===== src/rtl/uart_pkg.sv =====
// Shared UART definitions: IRQ arbiter state encoding and CSR reset defaults.
package uart_pkg;

    // States of the interrupt arbiter: waiting, signalling a source, rate-limiting.
    typedef enum logic [1:0] {
        IRQ_ARB_IDLE,
        IRQ_ARB_ACTIVE,
        IRQ_ARB_HOLDOFF
    } irq_arb_state_t;

    // Reset value of the hold-off CSR: no hold-off, interrupts may re-fire after one idle cycle.
    localparam logic [15:0] UART_IRQ_HOLDOFF_DEFAULT = 16'd0;

endpackage


===== src/rtl/uart_prio_enc.sv =====
// Lowest-index-first priority encoder; purely combinational and reusable by other UART status logic.
module uart_prio_enc #(
    parameter int EVENTS_NUM = 32,
    parameter int ID_W       = $clog2(EVENTS_NUM)
) (
    input  logic [EVENTS_NUM-1:0] i_req,
    output logic [ID_W-1:0]       o_idx,
    output logic                  o_any
);

    // Scan from the top down so the lowest set bit is the last one to overwrite the index.
    always_comb begin
        o_idx = '0;
        o_any = |i_req;
        for (int i = EVENTS_NUM - 1; i >= 0; i--) begin
            if (i_req[i]) begin
                o_idx = ID_W'(i);
            end
        end
    end

endmodule


===== src/rtl/uart_irq_arbiter.sv =====
// Collapses the UART IRQ bus into one registered CPU interrupt with a source ID,
// an acknowledge handshake and a programmable hold-off that bounds the interrupt rate.
module uart_irq_arbiter
    import uart_pkg::*;
#(
    parameter int EVENTS_NUM = 32,
    parameter int HOLDOFF_W  = 16,
    parameter int ID_W       = $clog2(EVENTS_NUM)
) (
    input  logic                  i_clk,
    input  logic                  i_nrst,
    input  logic [EVENTS_NUM-1:0] i_irq_bus,
    input  logic [HOLDOFF_W-1:0]  i_holdoff_cycles,
    input  logic                  i_irq_ack,
    output logic                  o_irq,
    output logic [ID_W-1:0]       o_irq_id,
    output logic                  o_holdoff_busy
);

    irq_arb_state_t        state_q, state_d;
    logic [HOLDOFF_W-1:0]  cnt_q, cnt_d;
    logic                  irq_q, irq_d;
    logic [ID_W-1:0]       id_q, id_d;
    logic                  busy_q, busy_d;

    logic [ID_W-1:0]       enc_idx;
    logic                  enc_any;

    uart_prio_enc #(
        .EVENTS_NUM (EVENTS_NUM),
        .ID_W       (ID_W)
    ) u_prio_enc (
        .i_req (i_irq_bus),
        .o_idx (enc_idx),
        .o_any (enc_any)
    );

    // State, counter and output registers; reset drops everything with no pending memory.
    always_ff @(posedge i_clk) begin
        if (!i_nrst) begin
            state_q <= IRQ_ARB_IDLE;
            cnt_q   <= '0;
            irq_q   <= 1'b0;
            id_q    <= '0;
            busy_q  <= 1'b0;
        end else begin
            state_q <= state_d;
            cnt_q   <= cnt_d;
            irq_q   <= irq_d;
            id_q    <= id_d;
            busy_q  <= busy_d;
        end
    end

    // Next-state logic: ack beats withdrawal, the ID only changes when a new interrupt starts.
    always_comb begin
        state_d = state_q;
        cnt_d   = cnt_q;
        irq_d   = irq_q;
        id_d    = id_q;
        busy_d  = busy_q;
        unique case (state_q)
            IRQ_ARB_IDLE: begin
                if (enc_any) begin
                    id_d    = enc_idx;
                    irq_d   = 1'b1;
                    state_d = IRQ_ARB_ACTIVE;
                end
            end
            IRQ_ARB_ACTIVE: begin
                if (i_irq_ack) begin
                    irq_d = 1'b0;
                    if (i_holdoff_cycles == '0) begin
                        state_d = IRQ_ARB_IDLE;
                    end else begin
                        cnt_d   = i_holdoff_cycles;
                        busy_d  = 1'b1;
                        state_d = IRQ_ARB_HOLDOFF;
                    end
                end else if (!i_irq_bus[id_q]) begin
                    irq_d   = 1'b0;
                    state_d = IRQ_ARB_IDLE;
                end
            end
            IRQ_ARB_HOLDOFF: begin
                if (cnt_q == HOLDOFF_W'(1)) begin
                    cnt_d   = '0;
                    busy_d  = 1'b0;
                    state_d = IRQ_ARB_IDLE;
                end else begin
                    cnt_d = cnt_q - HOLDOFF_W'(1);
                end
            end
            default: begin
                state_d = IRQ_ARB_IDLE;
                irq_d   = 1'b0;
                busy_d  = 1'b0;
                cnt_d   = '0;
            end
        endcase
    end

    assign o_irq          = irq_q;
    assign o_irq_id       = id_q;
    assign o_holdoff_busy = busy_q;

endmodule


===== config.mk =====
export PLATFORM = sky130hd
export DESIGN_NAME = uart_irq_arbiter
export DESIGN_NICKNAME = d
export VERILOG_FILES = /design/src/rtl/uart_pkg.sv /design/src/rtl/uart_prio_enc.sv /design/src/rtl/uart_irq_arbiter.sv
export SDC_FILE = /design/constraint.sdc
export NUM_CORES = 1
export LEC_CHECK = 0
export ABC_CLOCK_PERIOD_IN_PS = 6950
export BUFFER_PORTS_ARGS = -buffer_cell sky130_fd_sc_hd__buf_2
export CAP_MARGIN = 0
export CORE_AREA = 4 4 67 69
export DETAILED_ROUTE_END_ITERATION = 16
export DIE_AREA = 0 0 71 73
export PLACE_DENSITY = 0.82
export SYNTH_ARGS = -nofsm -noshare
export SYNTH_HDL_FRONTEND = slang
export SYNTH_SLANG_ARGS = --single-unit

===== constraint.sdc =====
create_clock -name i_clk -period 6.95 [get_ports i_clk]
set_clock_uncertainty 0.1 [all_clocks]
set_input_delay 0.695 -clock i_clk [delete_from_list [all_inputs] [get_ports i_clk]]
set_output_delay 0.695 -clock i_clk [all_outputs]
set_load 0.02 [all_outputs]

=== Yosys cells after proc, flatten, opt, wreduce, memory -nomap -nowiden ===
Index checks and enable logic that the tools add are counted.

* Flip-flop bits (word level): 25
* Latch bits: 0
* RAM bits: 0
* Bits in read-only memories: 0
* Output and inout bits: 7
* Logic and storage cells: 77
* Memories: 0

* Add/subtract/negate cells: 1
* Multipliers: 0
* Divide/modulo/power cells: 0
* Magnitude comparators: 1
* Equality and inequality tests: 8
* Shifts and indexed selects: 0
* Multiplexer cells: 52
* Bitwise operators: 2
* Reductions and logical operators: 8

{| class="wikitable"
|+ Operators by type and width
! operator !! count
|-
| $mux W5 || 32
|-
| $mux W16 || 3
|-
| $pmux W16 S3 || 1
|-
| $reduce_or A32 Y1 || 1
|-
| $eq A16 B1 Y1 const B || 1
|-
| $logic_not A16 Y1 || 1
|-
| $sub A16 B1 Y16 const B || 1
|-
| $mux W2 || 5
|-
| $reduce_and A3 Y1 || 3
|-
| $ne A2 B2 Y1 const B || 4
|-
| $mux W1 || 7
|-
| $lt A5 B6 Y1 const B || 1
|-
| $pmux W1 S3 || 2
|-
| $pmux W2 S3 || 1
|-
| $bmux W1 S5 || 1
|-
| $reduce_and A4 Y1 || 1
|-
| $ne A3 B3 Y1 const B || 1
|-
| $eq A2 B1 Y1 const B || 1
|-
| $eq A2 B2 Y1 const B || 1
|-
| $logic_not A2 Y1 || 1
|-
| $not A1 Y1 || 2
|-
| $reduce_and A2 Y1 || 1
|}

=== Depth between registers and ports, before layout ===
* Depth after elaboration: 32
* Depth in mapped cells: 8
* Gate-level depth less buffers: 7

=== Cells and area by module ===
Synthesis repeated with hierarchy kept, for this count alone.

* Cell total of the unflattened synthesis: 281
* Area, all modules: 2188.3 um^2

{| class="wikitable"
|+ Modules (own cells, without submodules)
! module !! times used !! cells each !! area each (um^2)
|-
| uart_irq_arbiter || 1 || 216 || 1803.0
|-
| uart_prio_enc || 1 || 65 || 385.4
|}

=== Worst setup path after synthesis ===
No wires, ideal clock.

* Kind: in2reg
* From: input port i_holdoff_cycles[2]
* To: register cnt_q[10]
* Setup time: 123 ps
* Arrival time: 2504 ps
* Data required time: 6727 ps
* Setup slack: 4223 ps
* Stages on the path: 7
* Buffers on the path: 1
* Cell sequence: or4_1 > o41ai_1 > a21oi_1 > and2_1 > clkbuf_1 > nand2_1 > o21ai_0

* Cells in the longest elaborated chain, start to end: 3

{| class="wikitable"
|+ RTL lines
! what !! line !! text
|-
| start: declaration || uart_irq_arbiter.sv:13 || <nowiki>input logic [HOLDOFF_W-1:0] i_holdoff_cycles,</nowiki>
|-
| $logic_not A16 Y1 || uart_irq_arbiter.sv:73 || <nowiki>if (i_holdoff_cycles == '0) begin</nowiki>
|-
| $ne A2 B2 Y1 (no source line) || - ||
|-
| $reduce_and A3 Y1 (no source line) || - ||
|-
| end signal: assignment || uart_irq_arbiter.sv:48 || <nowiki>cnt_q <= cnt_d;</nowiki>
|-
| end: declaration || uart_irq_arbiter.sv:21 || <nowiki>logic [HOLDOFF_W-1:0] cnt_q, cnt_d;</nowiki>
|}

No other way between the ends.
A chain may end at the register's enable or synchronous reset.

=== Worst setup path in the final report ===
* From: input port i_holdoff_cycles[11]
* To: register cnt_q[15]

The elaborated chain is that of the path after synthesis.

==> results.cfg <==
[pwr]
clkPwrFrac_pct = 18.3
switching_share_pct = 39.8
p_sw_mw = 0.184
p_leak_nw = 0.992
p_int_mw = 0.279
comb_power_share_pct = 44.1
power_per_cell_area_nw_per_um2 = 187
p_seq_share_pct = 37.6
ir_drop_v = 0.000150

[sta]
finalCritPeriodShare_pct = 42.6
timing.final.crit_period_ps = 2960
tns_ps = 0
slew_violations = 0
setup_viol = 0
fmax_ghz = 0.338
rsz0062_at_grt = false
hold_violations = 0
max-slew-margin-rel_pct = 53.9
tightest_slew_ps = 688

[global_route]
grt-ovfl-total = 0
track_usage_pct = 23.0
grt_start_max_net_pins = 30
antenna_found_initial = 0
grt_pass1_vias = 2173
grt_pass1_wl_um = 9820

[final_layout]
nets = 390
design_area_um2 = 2470
num-fill-cells = 361
areaGrowthSynthToFinish_pct = 15.0
drive_above_1_share_pct = 21.6
antenna_cells = 0

[setup_path]
cp-end-kind = flop
reg2reg_to = cnt_q[3]
critical_path.top_delay_family = simple AND/OR/NAND/NOR gates
path_max_fanout = 10
regToRegSetupSlack_ps = 4130
worst-setup-path-type = in2reg
r2r_cells = 6
cp.required_ps = 7000
crit_arrival_ps = 3010
cpPeakStageDelay_ps = 550
critPathLaunchType = primary input
cp_cell_sequence = buf_2, or4_1, o41ai_1, a21oi_1, and2_1, nand2_1, o21ai_0
worst_path_max_delay_cell = o41ai_1
critPathBufInv = 1
reg2reg_from = cnt_q[7]

[yosys]
synth_edf_count = 0
synth.largest_area_cell = dfxtp_1
synth.area.top_cells = dfxtp_1 23%, o21ai_0 7.2%, mux4_2 6.3%
syn_area_per_cell_um2 = 7.51
ys_seq_area_share_pct = 23.3
yosysWarnings = 0
synth-main-ff-cell = dfxtp_1
synth_top_area_share_pct = 23.3
ys_ff_latch = 25
syn-cell-area_um2 = 2150
synthCells = 286
synth_cell_type_count = 51
async_flop_share_pct = 0
synth_fp_nets = 342

[clock_network]
holdBufCountCts = 0
htree_levels = 1
ctsResizeCount = 0
cts.sinks = 25
cts_tree = built
clockBufferDepth = 2
clockRootBuffer = clkbuf_8
clk_pin_slew_ps = 80
clk_latency_ps = 270
cts_buffers = 3
post_cts_buffers = 0

[min_path]
worstHoldStart = cnt_q[12]
hold_depth = 2
hold_end = cnt_q[12]
holdCritPathClass = reg2reg

[detailed_routing]
vias = 2444
drtIter0Drc = 358
via_per_inst = 6.38
wire_per_inst_um = 16.1
antenna_left = 0
totalWireLength_um = 6150
drcViolationCount = 0
drtPass1Iterations = 5

[status]
status = complete, no violations

[place]
dpl_cell_area_um2 = 2430
place.gp.congestion = 0.933
dpl.hpwl_um = 4710
portBuffers = 57

[run]
drv_cap = 0

[die]
row_count = 23
die_w_um = 71
dieArea_um2 = 5180
start_util_pct = 54.9
ios = 58
core_area_um2 = 3910
fp.dieH_um = 73
==> cells in the mapped netlist (2+ instances only) <==
library cell,count
a21boi_0,4
ha_1,5
nand3b_1,2
buf_6,2
or4_1,5
a22o_1,2
o31ai_1,6
a21oi_1,11
nand2b_1,4
mux2i_1,4
nand2_1,20
mux4_2,6
a211oi_1,2
a21o_1,2
a31oi_1,2
clkbuf_1,9
a22oi_1,12
or3_1,3
buf_2,2
nor3_1,12
nor2_1,27
o21ai_0,31
nor2b_1,9
xor2_1,6
dfxtp_1,25
nand4_1,2
nor4_1,11
a32oi_1,2
inv_1,14
nand3_1,23
==> worst reg2reg max path, delay by kind of cell (launching register included) <==
kind / cells / cell delay, ps
AOI/OAI and AO/OA: 3 / 1060
DFF: 1 / 390
and+or+nand+nor: 3 / 1160
==> routing by layer <==
metal / vias up / GRT usage, % / part of all wire [%]
met5: - / 0 / 0
met4: 0 / 3.55 / 1.1
met3: 15 / 3.99 / 8.5
met2: 127 / 37.6 / 46
met1: 1130 / 32.5 / 44
li1: 1172 / - / -
==> cells in the final DEF (no fill, tap or decap), types with 11 or more instances in the layout <==
cell / synthesis / layout
a21oi_1: 11 / 11
nor2_1: 27 / 27
dfxtp_1: 25 / 25
o21ai_0: 31 / 31
nor4_1: 11 / 11
buf_2: 2 / 57
inv_1: 14 / 14
nand3_1: 23 / 23
nand2_1: 20 / 20
a22oi_1: 12 / 12
nor3_1: 12 / 12
==> flip-flops by register name, indices dropped and copies added, names as in the netlist <==
signal	count
state_q	2
o_holdoff_busy	1
o_irq	1
o_irq_id	5
cnt_q	16
==> how the worst max path moves through the flow <==
stage,cells past startpoint,end,from
3_5_place_dp,7,cnt_q[15],i_holdoff_cycles[15]
6_report,7,cnt_q[15],i_holdoff_cycles[11]
2_1_floorplan,7,cnt_q[10],i_holdoff_cycles[2]
4_1_cts,7,cnt_q[15],i_holdoff_cycles[2]
3_3_place_gp,7,cnt_q[15],i_holdoff_cycles[2]
5_1_grt,7,cnt_q[15],i_holdoff_cycles[15]
==> power by group through the flow <==
stage,clock (mW),sequential (mW),combinational (mW)
after floorplan,0,0.173,0.147
after global placement,0,0.176,0.196
after detailed placement,0,0.177,0.198
after CTS,0.0864,0.174,0.200
after global routing,0.0911,0.176,0.227
final,0.0845,0.174,0.204
==> through the flow <==
stage / setup WS [ps] / utilization, % / cells / hold slack (ps) / total power [mW]
after floorplan: 4220 / - / 286 / 330 / 0.320
after global placement: 3960 / 62.0 / 379 / 344 / 0.372
after detailed placement: 3820 / 62.0 / 379 / 350 / 0.375
after CTS: 4080 / 63.1 / 383 / 364 / 0.460
after global routing: 3880 / 63.1 / 383 / 387 / 0.494
final: 3990 / 63.1 / 383 / 358 / 0.463
==> cell families after synthesis <==
kind of cell               after synthesis  synth area share (%)
xor gates and xnor gates                 7                  2.85
adders and majority gates                5                  2.91
buffers and inverters                   28                  5.71
and+or+nand+nor                        123                  29.2
AOI/OAI and AO/OA                       87                  27.3
DFF                                     25                  23.3
muxes                                   11                  8.68
==> final cells by class <==
cell class | count | area (um2) | share of cell area [%]
inverter | 14 | 52.6 | 2.13
multi-input combinational | 233 | 1530 | 61.7
clock buffer | 4 | 45.0 | 1.82
sequential | 25 | 500 | 20.3
timing repair buffer | 57 | 285 | 11.5
tap | 50 | 62.6 | 2.53
Note: power is estimated with default switching activity, not from simulation.
